<file path="config.mk">
export PLATFORM = sky130hd
export DESIGN_NAME = seq_multiplier
export DESIGN_NICKNAME = d
export VERILOG_FILES = /design/src/rtl/mul_pkg.sv /design/src/rtl/mul_step.sv /design/src/rtl/seq_multiplier.sv
export SDC_FILE = /design/constraint.sdc
export NUM_CORES = 1
export LEC_CHECK = 0
export ABC_AREA = 0
export CAP_MARGIN = 10
export CELL_PAD_IN_SITES_DETAIL_PLACEMENT = 1
export CELL_PAD_IN_SITES_GLOBAL_PLACEMENT = 2
export CORE_MARGIN = 2
export CORE_UTILIZATION = 38
export CTS_CLUSTER_DIAMETER = 40
export DETAILED_ROUTE_END_ITERATION = 7
export PLACE_DENSITY = 0.81
export SKIP_LAST_GASP = 1
export SYNTH_ARGS = -nofsm -noshare
export SYNTH_HDL_FRONTEND = slang
export SYNTH_SLANG_ARGS = --single-unit
</file>
<file path="constraint.sdc">
create_clock -name clk -period 3.5 [get_ports clk]
set_input_delay 0.525 -clock clk [delete_from_list [all_inputs] [get_ports clk]]
set_output_delay 0.525 -clock clk [all_outputs]
set_load 0.05 [all_outputs]
</file>
<file path="src/rtl/mul_pkg.sv">
// Shared definitions for the iterative shift-add multiplier: state encoding,
// default operand width and a plain-arithmetic multiply reference.
package mul_pkg;

  localparam int DEF_WIDTH = 8;

  localparam logic [1:0] ST_IDLE = 2'd0;
  localparam logic [1:0] ST_RUN  = 2'd1;
  localparam logic [1:0] ST_DONE = 2'd2;

  typedef enum logic [1:0] {
    IDLE = ST_IDLE,
    RUN  = ST_RUN,
    DONE = ST_DONE
  } mul_state_t;

  // Reference product for benches; operands up to 16 bits.
  function automatic logic [31:0] mul_ref(input logic [15:0] x, input logic [15:0] y);
    return 32'(x) * 32'(y);
  endfunction

endpackage

</file>
<file path="src/rtl/mul_step.sv">
// One shift-add iteration: conditionally adds the multiplicand, shifts both
// operands and flags the final step (count exhausted or multiplier drained).
module mul_step
  import mul_pkg::*;
#(
  parameter int WIDTH      = DEF_WIDTH,
  parameter int EARLY_EXIT = 1,
  parameter int CW         = $clog2(WIDTH) + 1
) (
  input  logic [2*WIDTH-1:0] acc,
  input  logic [2*WIDTH-1:0] mcand,
  input  logic [WIDTH-1:0]   mplier,
  input  logic [CW-1:0]      cnt,
  output logic [2*WIDTH-1:0] acc_nx,
  output logic [2*WIDTH-1:0] mcand_nx,
  output logic [WIDTH-1:0]   mplier_nx,
  output logic               last
);

  // Partial-product accumulate and operand shift for one multiplier bit.
  always_comb begin
    acc_nx    = acc;
    mcand_nx  = mcand << 1;
    mplier_nx = mplier >> 1;
    if (mplier[0]) begin
      acc_nx = acc + mcand;
    end else begin
      acc_nx = acc;
    end
    last = (cnt == CW'(WIDTH - 1)) ||
           ((EARLY_EXIT != 0) && (mplier_nx == {WIDTH{1'b0}}));
  end

endmodule

</file>
<file path="src/rtl/seq_multiplier.sv">
// Iterative unsigned multiplier P = A * B, one partial product per clock,
// valid/ready handshakes on both sides with a single operation in flight.
module seq_multiplier
  import mul_pkg::*;
#(
  parameter int WIDTH      = DEF_WIDTH,
  parameter int EARLY_EXIT = 1
) (
  input  logic                 clk,
  input  logic                 rst,
  input  logic                 in_valid,
  output logic                 in_ready,
  input  logic [WIDTH-1:0]     a,
  input  logic [WIDTH-1:0]     b,
  output logic                 out_valid,
  input  logic                 out_ready,
  output logic [2*WIDTH-1:0]   p,
  output logic                 busy
);

  localparam int CW = $clog2(WIDTH) + 1;

  mul_state_t           state_r;
  mul_state_t           state_nx_s;
  logic [2*WIDTH-1:0]   acc_r;
  logic [2*WIDTH-1:0]   mcand_r;
  logic [WIDTH-1:0]     mplier_r;
  logic [CW-1:0]        cnt_r;
  logic [2*WIDTH-1:0]   p_r;

  logic [2*WIDTH-1:0]   acc_nx_s;
  logic [2*WIDTH-1:0]   mcand_nx_s;
  logic [WIDTH-1:0]     mplier_nx_s;
  logic                 last_s;

  mul_step #(
    .WIDTH      (WIDTH),
    .EARLY_EXIT (EARLY_EXIT),
    .CW         (CW)
  ) u_step (
    .acc       (acc_r),
    .mcand     (mcand_r),
    .mplier    (mplier_r),
    .cnt       (cnt_r),
    .acc_nx    (acc_nx_s),
    .mcand_nx  (mcand_nx_s),
    .mplier_nx (mplier_nx_s),
    .last      (last_s)
  );

  // State register.
  always_ff @(posedge clk or posedge rst) begin
    if (rst) begin
      state_r <= IDLE;
    end else begin
      state_r <= state_nx_s;
    end
  end

  // Next-state logic; in IDLE the block is always ready, so in_valid alone accepts.
  always_comb begin
    state_nx_s = state_r;
    case (state_r)
      IDLE: begin
        if (in_valid) state_nx_s = RUN;
        else          state_nx_s = IDLE;
      end
      RUN: begin
        if (last_s) state_nx_s = DONE;
        else        state_nx_s = RUN;
      end
      DONE: begin
        if (out_ready) state_nx_s = IDLE;
        else           state_nx_s = DONE;
      end
      default: state_nx_s = IDLE;
    endcase
  end

  // Datapath: operand capture, iteration, and product latch on the final step.
  always_ff @(posedge clk or posedge rst) begin
    if (rst) begin
      acc_r    <= {(2*WIDTH){1'b0}};
      mcand_r  <= {(2*WIDTH){1'b0}};
      mplier_r <= {WIDTH{1'b0}};
      cnt_r    <= {CW{1'b0}};
      p_r      <= {(2*WIDTH){1'b0}};
    end else begin
      case (state_r)
        IDLE: begin
          if (in_valid) begin
            acc_r    <= {(2*WIDTH){1'b0}};
            mcand_r  <= {{WIDTH{1'b0}}, a};
            mplier_r <= b;
            cnt_r    <= {CW{1'b0}};
          end
        end
        RUN: begin
          acc_r    <= acc_nx_s;
          mcand_r  <= mcand_nx_s;
          mplier_r <= mplier_nx_s;
          cnt_r    <= cnt_r + CW'(1);
          if (last_s) p_r <= acc_nx_s;
        end
        DONE: begin
          p_r <= p_r;
        end
        default: begin
          acc_r <= {(2*WIDTH){1'b0}};
        end
      endcase
    end
  end

  assign in_ready  = (state_r == IDLE);
  assign out_valid = (state_r == DONE);
  assign busy      = (state_r == RUN) || (state_r == DONE);
  assign p         = p_r;

endmodule

</file>
==> results.md, run 1 <==
Status:
- The run finished with clean final reports.

Detailed routing:
- The number of nets with antenna violations after routing is 0.
- After detailed routing, the number of vias per cell comes to 5.50.
- The detailed-router iteration count before antenna repair is 4.
- In the routed design, unresolved DRC markers number 0.
- The routed design has 8750 um of wire.
- Dividing the detail-routed wire length by the instance count gives 17.4 um.
- The DRC marker count from the first detailed-route iteration is 52.
- The total via count after detailed routing is 2771.

Global routing:
- The first-pass GRT wire length is 14900 um.
- Entering global routing, the biggest net connects 47 pins.
- Global routing used 19.4% of the available tracks across all layers.
- The number of antenna violations at the first check in global routing is 0.
- The number of global-route vias before repair was 2994.
- The total grt overflow is 0.

Layout:
- The filler cells instantiated in the layout total 988.
- The layout-stage area growth over the synthesis result is 20.4%.
- At the end of the flow the core is filled with cells to 47.0%.
- The antenna diode instance count is 0.
- Of the cells placed in the final design, the portion with a size suffix greater than 1 is 8.33%.
- For this run, the post-layout net count is 435.

Floorplanning:
- The number of placed I/O pins is 39.
- The die span in x is 98.7 um.
- After floorplanning, the core was divided into 34 placement rows.
- The total core area is 8720 um^2.
- From bottom edge to top edge, the die measures 98.7 um.
- The area of the die is 9740 um^2.
- For this configuration, the core starts out at a cell density of 39.1%.

Critical path:
- Walking the worst path, the cells encountered are ha_1 -> fa_1 -> a211oi_2 -> o211ai_1 -> a211oi_1 -> nor3b_1 -> o311ai_0 -> o21a_1.
- The worst setup path is captured at a flop.
- The reg-to-reg critical path startpoint is mcand_r[0].
- The worst-case register-to-register setup slack is 0.88 ns.
- STA puts the critical path data required time at 3.77 ns.
- The delay of the slowest cell on the worst path is 0.45 ns.
- The beginning of the critical path is mcand_r[0].
- The worst register-to-register path ends at p[14].
- Data on the critical path arrives at its endpoint at 2.88 ns.
- On the critical path, the stage with the largest delay is an instance of sky130_fd_sc_hd__fa_1.
- Of all nets on the critical path, the largest fanout is 4.
- The depth of the worst register-to-register path is 8.
- The destination of the critical timing path is p[14].
- By startpoint and endpoint, the worst setup path is classified as flop to flop.
- The worst setup path is launched from a flop.

Pwr:
- The sequential power share is 29.8%.
- The largest voltage drop on the vdd net is 0.445 mV.
- The power density relative to cell area is 1050 nW/um^2.
- Internal power comes to 2.23 mW.
- The analysis attributes to net switching a power of 2.06 mW.
- Of the total power, combinational logic draws 57.4%.
- Of the total power, the share spent switching nets is 48.1%.
- For this design the static power due to leakage is 1.86 nW.
- The clock network accounts for 12.8% of the total power.

Synthesis:
- The mapped cell area is 3410 um^2.
- The largest area contributor in the synthesized netlist is sky130_fd_sc_hd__dfrtp_1.
- The cell count after synthesis is 349.
- Of all flip-flops after synthesis, the portion carrying an async set or reset was 100%.
- By count the netlist is led by sky130_fd_sc_hd__dfrtp_1 (62), sky130_fd_sc_hd__nand2_1 (51), sky130_fd_sc_hd__o21ai_0 (44), sky130_fd_sc_hd__a21oi_1 (20), sky130_fd_sc_hd__ha_1 (20).
- The number of flops mapped to enable cells by yosys is 0.
- Each instance of the synthesized netlist takes up on average 9.76 um^2.
- The synthesized design contains 62 register bits.
- In the post-synthesis netlist, the biggest area contributors are sky130_fd_sc_hd__dfrtp_1 (46%), sky130_fd_sc_hd__ha_1 (7.3%), sky130_fd_sc_hd__o21ai_0 (6.5%), sky130_fd_sc_hd__nand2_1 (5.6%), sky130_fd_sc_hd__mux2i_1 (5.3%).
- The synthesized netlist net count is 390.
- By instance count, the leading cell after synthesis is sky130_fd_sc_hd__dfrtp_1.
- Yosys printed 0 warnings.
- The synthesized design devotes to its leading area cell type 45.5% of total area.
- The synthesized netlist contains 48 unique library cells.
- In the synthesized netlist the dominant register cell turns out to be sky130_fd_sc_hd__dfrtp_1.
- Of the synthesized area, sequential elements account for 45.5%.

Timing:
- The ratio of final minimum period to clock period is 74.8%.
- Setup violations remaining at the end of the flow were counted as 0.
- The total negative slack is 0 ns.
- The maximum clock frequency is 0.382 GHz.
- The number of hold violations in the final report is 0.
- The post-layout minimum cycle time is 2.62 ns.
- The setup clock skew after layout is 0.00790 ns.
- The relative slew slack is 53.9%.
- The max-slew violation total from the final report is 0.
- Setup repair after global routing left no endpoint under its margin.
- For the pin with the worst max-slew slack, the measured transition is 0.691 ns.

Hold path:
- The min-delay analysis places its worst path in the category primary input to asynchronous set/reset pin.

Clocking:
- The clock passes through at most 2 buffers.
- At the later pin of the worst-skew pair, clock insertion delay measures 0.33 ns.
- The cell sitting at the root of the clock tree is a sky130_fd_sc_hd__clkbuf_8.
- After clock tree synthesis, the setup repair step added 0 buffers.
- The number of levels in the clock H-tree is 3.
- The number of buffers inserted during clock tree synthesis is 9.
- TritonCTS built the clock tree.
- The number of hold buffers added after CTS is 0.
- The quantity of gates resized following cts is 0.
- The clock net in this run drives a total of 62 sinks.
- The clock transition time at the flip-flop clock pins of the worst setup and hold paths is 0.07 ns.

Placement:
- The congestion estimate from routability-driven global placement came to 0.824.
- The detailed-placement wirelength estimate is 6330 um.
- The count of buffers added on input and output ports is 38.

Flow run:
- The max-capacitance violation count is 0.
==> metal layers <==
metal | part of all wire, % | global-route usage, % | vias to the layer above
li1 | - | - | 1358
met1 | 48 | 25.4 | 1376
met2 | 49 | 33.3 | 30
met3 | 1.8 | 2.91 | 7
met4 | 1.0 | 6.01 | 0
met5 | 0 | 0 | -
==> power groups by stage <==
stage / Clock, mW / Combinational, mW / Sequential (mW)
6_report: 0.547 / 2.46 / 1.28
5_1_grt: 0.591 / 2.73 / 1.32
4_1_cts: 0.569 / 2.49 / 1.28
3_5_place_dp: 0 / 2.48 / 1.30
3_3_place_gp: 0 / 2.43 / 1.28
2_1_floorplan: 0 / 1.51 / 1.50
==> cells by family after synthesis <==
kind of cell	synth area share (%)
xor gates and xnor gates	3.08
and+or+nand+nor	12.9
DFF	45.5
buffers and inverters	2.24
adders and majority gates	7.93
muxes	5.29
AOI/OAI and AO/OA	23.0
==> cells in the final DEF, fill, tap and decap left out, types with 2 or more instances in the layout <==
cell | synthesis | layout
sky130_fd_sc_hd__dfrtp_1 | 62 | 62
sky130_fd_sc_hd__nand2b_1 | 4 | 4
sky130_fd_sc_hd__o31ai_1 | 4 | 4
sky130_fd_sc_hd__o21ai_2 | 1 | 2
sky130_fd_sc_hd__mux2i_1 | 18 | 18
sky130_fd_sc_hd__nand4_1 | 4 | 4
sky130_fd_sc_hd__a211oi_1 | 6 | 6
sky130_fd_sc_hd__nor3_1 | 4 | 4
sky130_fd_sc_hd__and3_2 | 2 | 2
sky130_fd_sc_hd__a21oi_1 | 20 | 20
sky130_fd_sc_hd__a21o_1 | 7 | 7
sky130_fd_sc_hd__nor2_1 | 16 | 16
sky130_fd_sc_hd__clkdlybuf4s50_1 | 0 | 38
sky130_fd_sc_hd__a31oi_1 | 3 | 3
sky130_fd_sc_hd__xor2_1 | 7 | 7
sky130_fd_sc_hd__o21ai_0 | 44 | 44
sky130_fd_sc_hd__nor3b_1 | 4 | 4
sky130_fd_sc_hd__clkinv_2 | 0 | 2
sky130_fd_sc_hd__or4_1 | 2 | 2
sky130_fd_sc_hd__a2bb2oi_1 | 2 | 2
sky130_fd_sc_hd__buf_4 | 0 | 8
sky130_fd_sc_hd__o211ai_1 | 4 | 4
sky130_fd_sc_hd__nor2b_1 | 3 | 3
sky130_fd_sc_hd__o21a_1 | 3 | 3
sky130_fd_sc_hd__a22o_1 | 15 | 15
sky130_fd_sc_hd__nand2_1 | 51 | 51
sky130_fd_sc_hd__xnor2_1 | 5 | 5
sky130_fd_sc_hd__inv_1 | 7 | 6
sky130_fd_sc_hd__clkbuf_8 | 0 | 11
sky130_fd_sc_hd__ha_1 | 20 | 20
==> state kept, by name, summed over array words and instances (netlist names) <==
register,cells
acc_r,16
cnt_r,4
mcand_r,16
mplier_r,8
p,16
state_r,2
==> final cells by class <==
cell class	instances	area (um^2)	share of cell area, %
repair buffers	46	440	10.7
multi-input cells	267	1780	43.5
well taps	108	135	3.29
clock inverters	2	10.0	0.244
clock buffers	11	151	3.69
inverters	8	30.0	0.732
flip-flops and latches	62	1550	37.8
==> worst min-delay path by stage <==
stage / endpoint / depth (start not counted) / slack [ns] / from
final: mcand_r[4] / 2 / 0.48 / rst
after global placement: p[7] / 1 / 0.46 / p[7]
after floorplan: cnt_r[2] / 1 / 0.46 / cnt_r[2]
after detailed placement: p[7] / 1 / 0.46 / p[7]
after global routing: mcand_r[4] / 2 / 0.52 / rst
after CTS: mcand_r[4] / 2 / 0.48 / rst
==> metrics by stage <==
step	instances	setup WS, ns	area, um^2	power (mW)	hold slack, ns
CTS	504	0.878	4100	4.34	0.481
global placement	491	1.05	3940	3.71	0.458
finish	504	0.882	4100	4.29	0.478
floorplan	349	1.20	3410	3.01	0.459
global route	504	0.736	4100	4.64	0.518
detailed placement	491	0.923	3940	3.78	0.465
==> critical path: cells and delay by family, from the launching register on <==
family | cells | cell delay (ns)
flip-flops | 1 | 0.41
AO/OA/AOI/OAI | 5 | 1.34
AND/OR/NAND/NOR | 1 | 0.11
adder cells (fa/ha/maj) | 2 | 0.69
No activity file was read; power rests on OpenSTA's default activity.
==> run 2: changes to the inputs <==
--- a/config.mk
+++ b/config.mk
@@ -10,10 +10,10 @@
 export CELL_PAD_IN_SITES_DETAIL_PLACEMENT = 1
 export CELL_PAD_IN_SITES_GLOBAL_PLACEMENT = 2
 export CORE_MARGIN = 2
-export CORE_UTILIZATION = 38
+export CORE_UTILIZATION = 36
 export CTS_CLUSTER_DIAMETER = 40
 export DETAILED_ROUTE_END_ITERATION = 7
-export PLACE_DENSITY = 0.81
+export PLACE_DENSITY = 0.77
 export SKIP_LAST_GASP = 1
 export SYNTH_ARGS = -nofsm -noshare
 export SYNTH_HDL_FRONTEND = slang
==> constraint.sdc (replaced) <==
create_clock -name clk -period 2.54 [get_ports clk]
set_input_delay 0.381 -clock clk [delete_from_list [all_inputs] [get_ports clk]]
set_output_delay 0.381 -clock clk [all_outputs]
set_load 0.05 [all_outputs]
==> run 2 against run 1 <==
  * Core utilization decreased by 1.3 points
  * Sequential cell count did not move
  * Critical path depth is 5 lower
  * Die area increased by 5.3%
  * Largest power group unchanged
  * Critical path type is now flop to output port
  * First-iteration DRC count grew 62%
  * Sequential share of layout area shrank 0.96 points
  * Cell area up 2.6%
  * Hold slack lost 0.063 ns
  * Combinational power up 43%
  * Clock skew rose by 0.0035 ns
==> results.md, run 2 (synthesis results as in run 1) <==
Status:
- Outcome: finished, final reports clean (unchanged).

Timing:
- The max-slew violation total from the final report is 0 (unchanged).
- The maximum clock frequency is 0.419 GHz.
- The number of hold violations in the final report came to 0 (unchanged).
- The relative slew slack was 46.0% (was 53.9%).
- The setup clock skew after layout is 0.0114 ns (was 0.00790 ns).
- The total negative slack is 0 ns (unchanged).
- The setup violation total in the final timing report was 0 (unchanged).
- The actual transition at the worst max-transition pin came to 0.807 ns (was 0.691 ns).
- The post-route worst setup slack is 0.153 ns (was 0.882 ns).
- The ratio of final minimum period to clock period is 94.0%.
- The routed design could run at a clock period as short as 2.39 ns.
- The post-route worst hold slack is 0.416 ns (was 0.478 ns).

Detailed routing:
- The total via count after detailed routing came to 2829 (was 2771).
- The number of nets with antenna violations after routing is 0 (unchanged).
- The DRC violation count after routing is 0 (unchanged).
- The average detailed-routed wire length per instance is 17.4 um (about the same).
- The aggregate routed wire length was 8980 um (was 8750 um).
- The DRC marker count from the first detailed-route iteration is 84 (was 52).
- The detailed-route vias per instance came to 5.48 (was 5.50).
- The detailed-router iteration count before antenna repair came to 4 (unchanged).

Clocking:
- The clock transition time at the flip-flop clock pins of the worst setup and hold paths is 0.07 ns (about the same).
- The number of levels in the clock H-tree is 3 (unchanged).
- The number of buffers inserted during clock tree synthesis was 9 (unchanged).
- The largest buffer count on any clock path is 2 (unchanged).
- The clock latency of the later-clocked register in the worst-skew pair is 0.34 ns (was 0.33 ns).
- The number of post-CTS setup repair buffers came to 0 (unchanged).
- The CTS sink count is 62 (unchanged).
- The cell chosen for the clock root was sky130_fd_sc_hd__clkbuf_8 (unchanged).
- The CTS tree is done (unchanged).

Critical path:
- The capture point of the worst reg-to-reg path is p[12] (was p[14]).
- The kind of start point of the critical path was a flop (unchanged).
- The critical path arrival is 2.01 ns (was 2.88 ns).
- The required arrival time at the worst endpoint is 2.16 ns (was 3.77 ns).
- The reg-to-reg critical path startpoint is acc_r[0] (was mcand_r[0]).
- The type of element capturing the critical path was an output port (was flop).
- The depth of the worst register-to-register path is 8 (unchanged).
- The worst-case register-to-register setup slack was 0.17 ns (was 0.88 ns).
- The class of the most critical setup path is flop to output port (was flop to flop).
- The maximum net fanout on the critical path is 7 (was 4).

Layout:
- The number of inserted filler cells in the final layout is 1046 (was 988).
- Top library cells by usage in the layout, fill and taps aside: sky130_fd_sc_hd__dfrtp_1 (62), sky130_fd_sc_hd__nand2_1 (51), sky130_fd_sc_hd__o21ai_0 (44), sky130_fd_sc_hd__clkdlybuf4s50_1 (37), sky130_fd_sc_hd__ha_1 (20) (was sky130_fd_sc_hd__dfrtp_1 (62), sky130_fd_sc_hd__nand2_1 (51), sky130_fd_sc_hd__o21ai_0 (44), sky130_fd_sc_hd__clkdlybuf4s50_1 (38)).
- The leading cell type in the layout, fill and taps excluded was sky130_fd_sc_hd__dfrtp_1 (unchanged).
- The layout-stage area growth over the synthesis result was 23.5% (was 20.4%).
- The final non-filler cell area is 4210 um^2 (was 4100 um^2).
- The total number of nets in the final design is 441 (was 435).
- The antenna diode instance count is 0 (unchanged).
- The ratio of cells with drive above 1 in the final layout is 11.1% (was 8.33%).

Placement:
- The worst slack at placement is 0.0246 ns (was 0.923 ns).
- The area after detailed placement was 4010 um^2 (was 3940 um^2).
- The number of buffer cells added on primary ports is 38 (unchanged).
- The detailed-placement wirelength estimate was 6760 um (was 6330 um).
- The final RePlAce weighted congestion came to 0.759 (was 0.824).

Global routing:
- The number of global-route vias before repair is 3020 (was 2994).
- The combined global-route utilization of all metal layers is 19.7% (was 19.4%).
- The number of antenna violations at the first check in global routing was 0 (unchanged).
- The total grt overflow is 0 (unchanged).
- The first-pass GRT wire length is 15600 um (was 14900 um).
- The largest net degree at the start of global routing is 30 (was 47).

Pwr:
- The cell leakage power is 1.91 nW (was 1.86 nW).
- The combinational cell fraction of total power is 58.1% (was 57.4%).
- The largest voltage drop on the vdd net was 0.504 mV (was 0.445 mV).
- The cell-internal power is 3.14 mW (was 2.23 mW).
- The net switching power figure is 2.91 mW (was 2.06 mW).
- The fraction of power spent switching nets came to 48.1% (about the same).
- The power share of the clock group came to 12.6% (was 12.8%).
- The sequential power share is 29.3% (was 29.8%).
- The power density relative to cell area is 1440 nW/um^2 (was 1050 nW/um^2).

Floorplanning:
- The area of the die was 10300 um^2 (was 9740 um^2).
- The initial core utilization is 37.0% (was 39.1%).
- The y dimension of the die is 101 um (was 98.7 um).
- The number of placed I/O pins is 39 (unchanged).
- The die span in x is 101 um (was 98.7 um).
- The number of standard-cell rows in the floorplan came to 35 (was 34).
- The total core area is 9200 um^2 (was 8720 um^2).

Hold path:
- The worst min-delay path category is primary input to asynchronous set/reset pin (unchanged).

Flow run:
- The max-capacitance violation count was 0 (unchanged).
run 2: cell count changes in the layout (fill, tap and decap cells not counted), sizes merged:
cell / before / now
buf: 8 / 14
clkbuf: 11 / 12
clkdlybuf4s50: 38 / 37
clkinv: 3 / 4
clkinvlp: 0 / 1
dlymetal6s2s: 0 / 1
run 2: cell type report:
type	count	area, um^2	area share (%)
inverter	8	30.0	0.714
multi-input combinational	267	1810	42.9
timing repair buffer	52	513	12.2
tap	111	139	3.30
sequential	62	1550	36.9
clock buffer	12	145	3.45
clock inverter	4	22.5	0.535
run 2: stage by stage:
| stage | std cells | util, % | power [mW] |
|---|---|---|---|
| after detailed placement | 500 | 43.6 | 5.32 |
| after global routing | 516 | 45.8 | 6.59 |
| after global placement | 500 | 43.6 | 5.21 |
| final | 516 | 45.8 | 6.05 |
| after CTS | 516 | 45.5 | 6.11 |
| after floorplan | 349 | - | 4.14 |
run 2: critical path, cell delays in order, from the launching register on:
cell	delay, ns
sky130_fd_sc_hd__dfrtp_1	0.41
sky130_fd_sc_hd__inv_1	0.09
sky130_fd_sc_hd__ha_1	0.31
sky130_fd_sc_hd__clkdlybuf4s50_1	0.86
run 2: worst max-delay path by stage:
| stage | startpoint | slack [ns] | cells past startpoint | to |
|---|---|---|---|---|
| final | state_r[0] | 0.15 | 3 | out_valid |
| after global routing | acc_r[0] | -0.002 | 8 | p[14] |
| after CTS | state_r[0] | 0.06 | 3 | in_ready |
| after detailed placement | acc_r[0] | 0.02 | 8 | p[14] |
| after global placement | acc_r[0] | 0.14 | 8 | p[14] |
| after floorplan | acc_r[0] | 0.24 | 8 | p[14] |
run 2: power by group through the flow:
stage	sequential, mW	combinational, mW	clock (mW)
finish	1.77	3.52	0.762
global route	1.83	3.93	0.832
CTS	1.78	3.55	0.786
detailed placement	1.79	3.53	0
global placement	1.77	3.44	0
floorplan	2.07	2.08	0
run 2: repair_timing:
action	in CTS	in global routing
pin swaps	0	2
hold buffers	0	0
setup endpoints to repair	1	6
gates resized for setup	1	6
run 2: routing by layer:
metal | part of all wire (%) | GRT usage [%]
met1 | 48 | 26.4
met2 | 49 | 33.1
met3 | 2.1 | 2.90
met4 | 1.3 | 6.34
met5 | 0 | 0
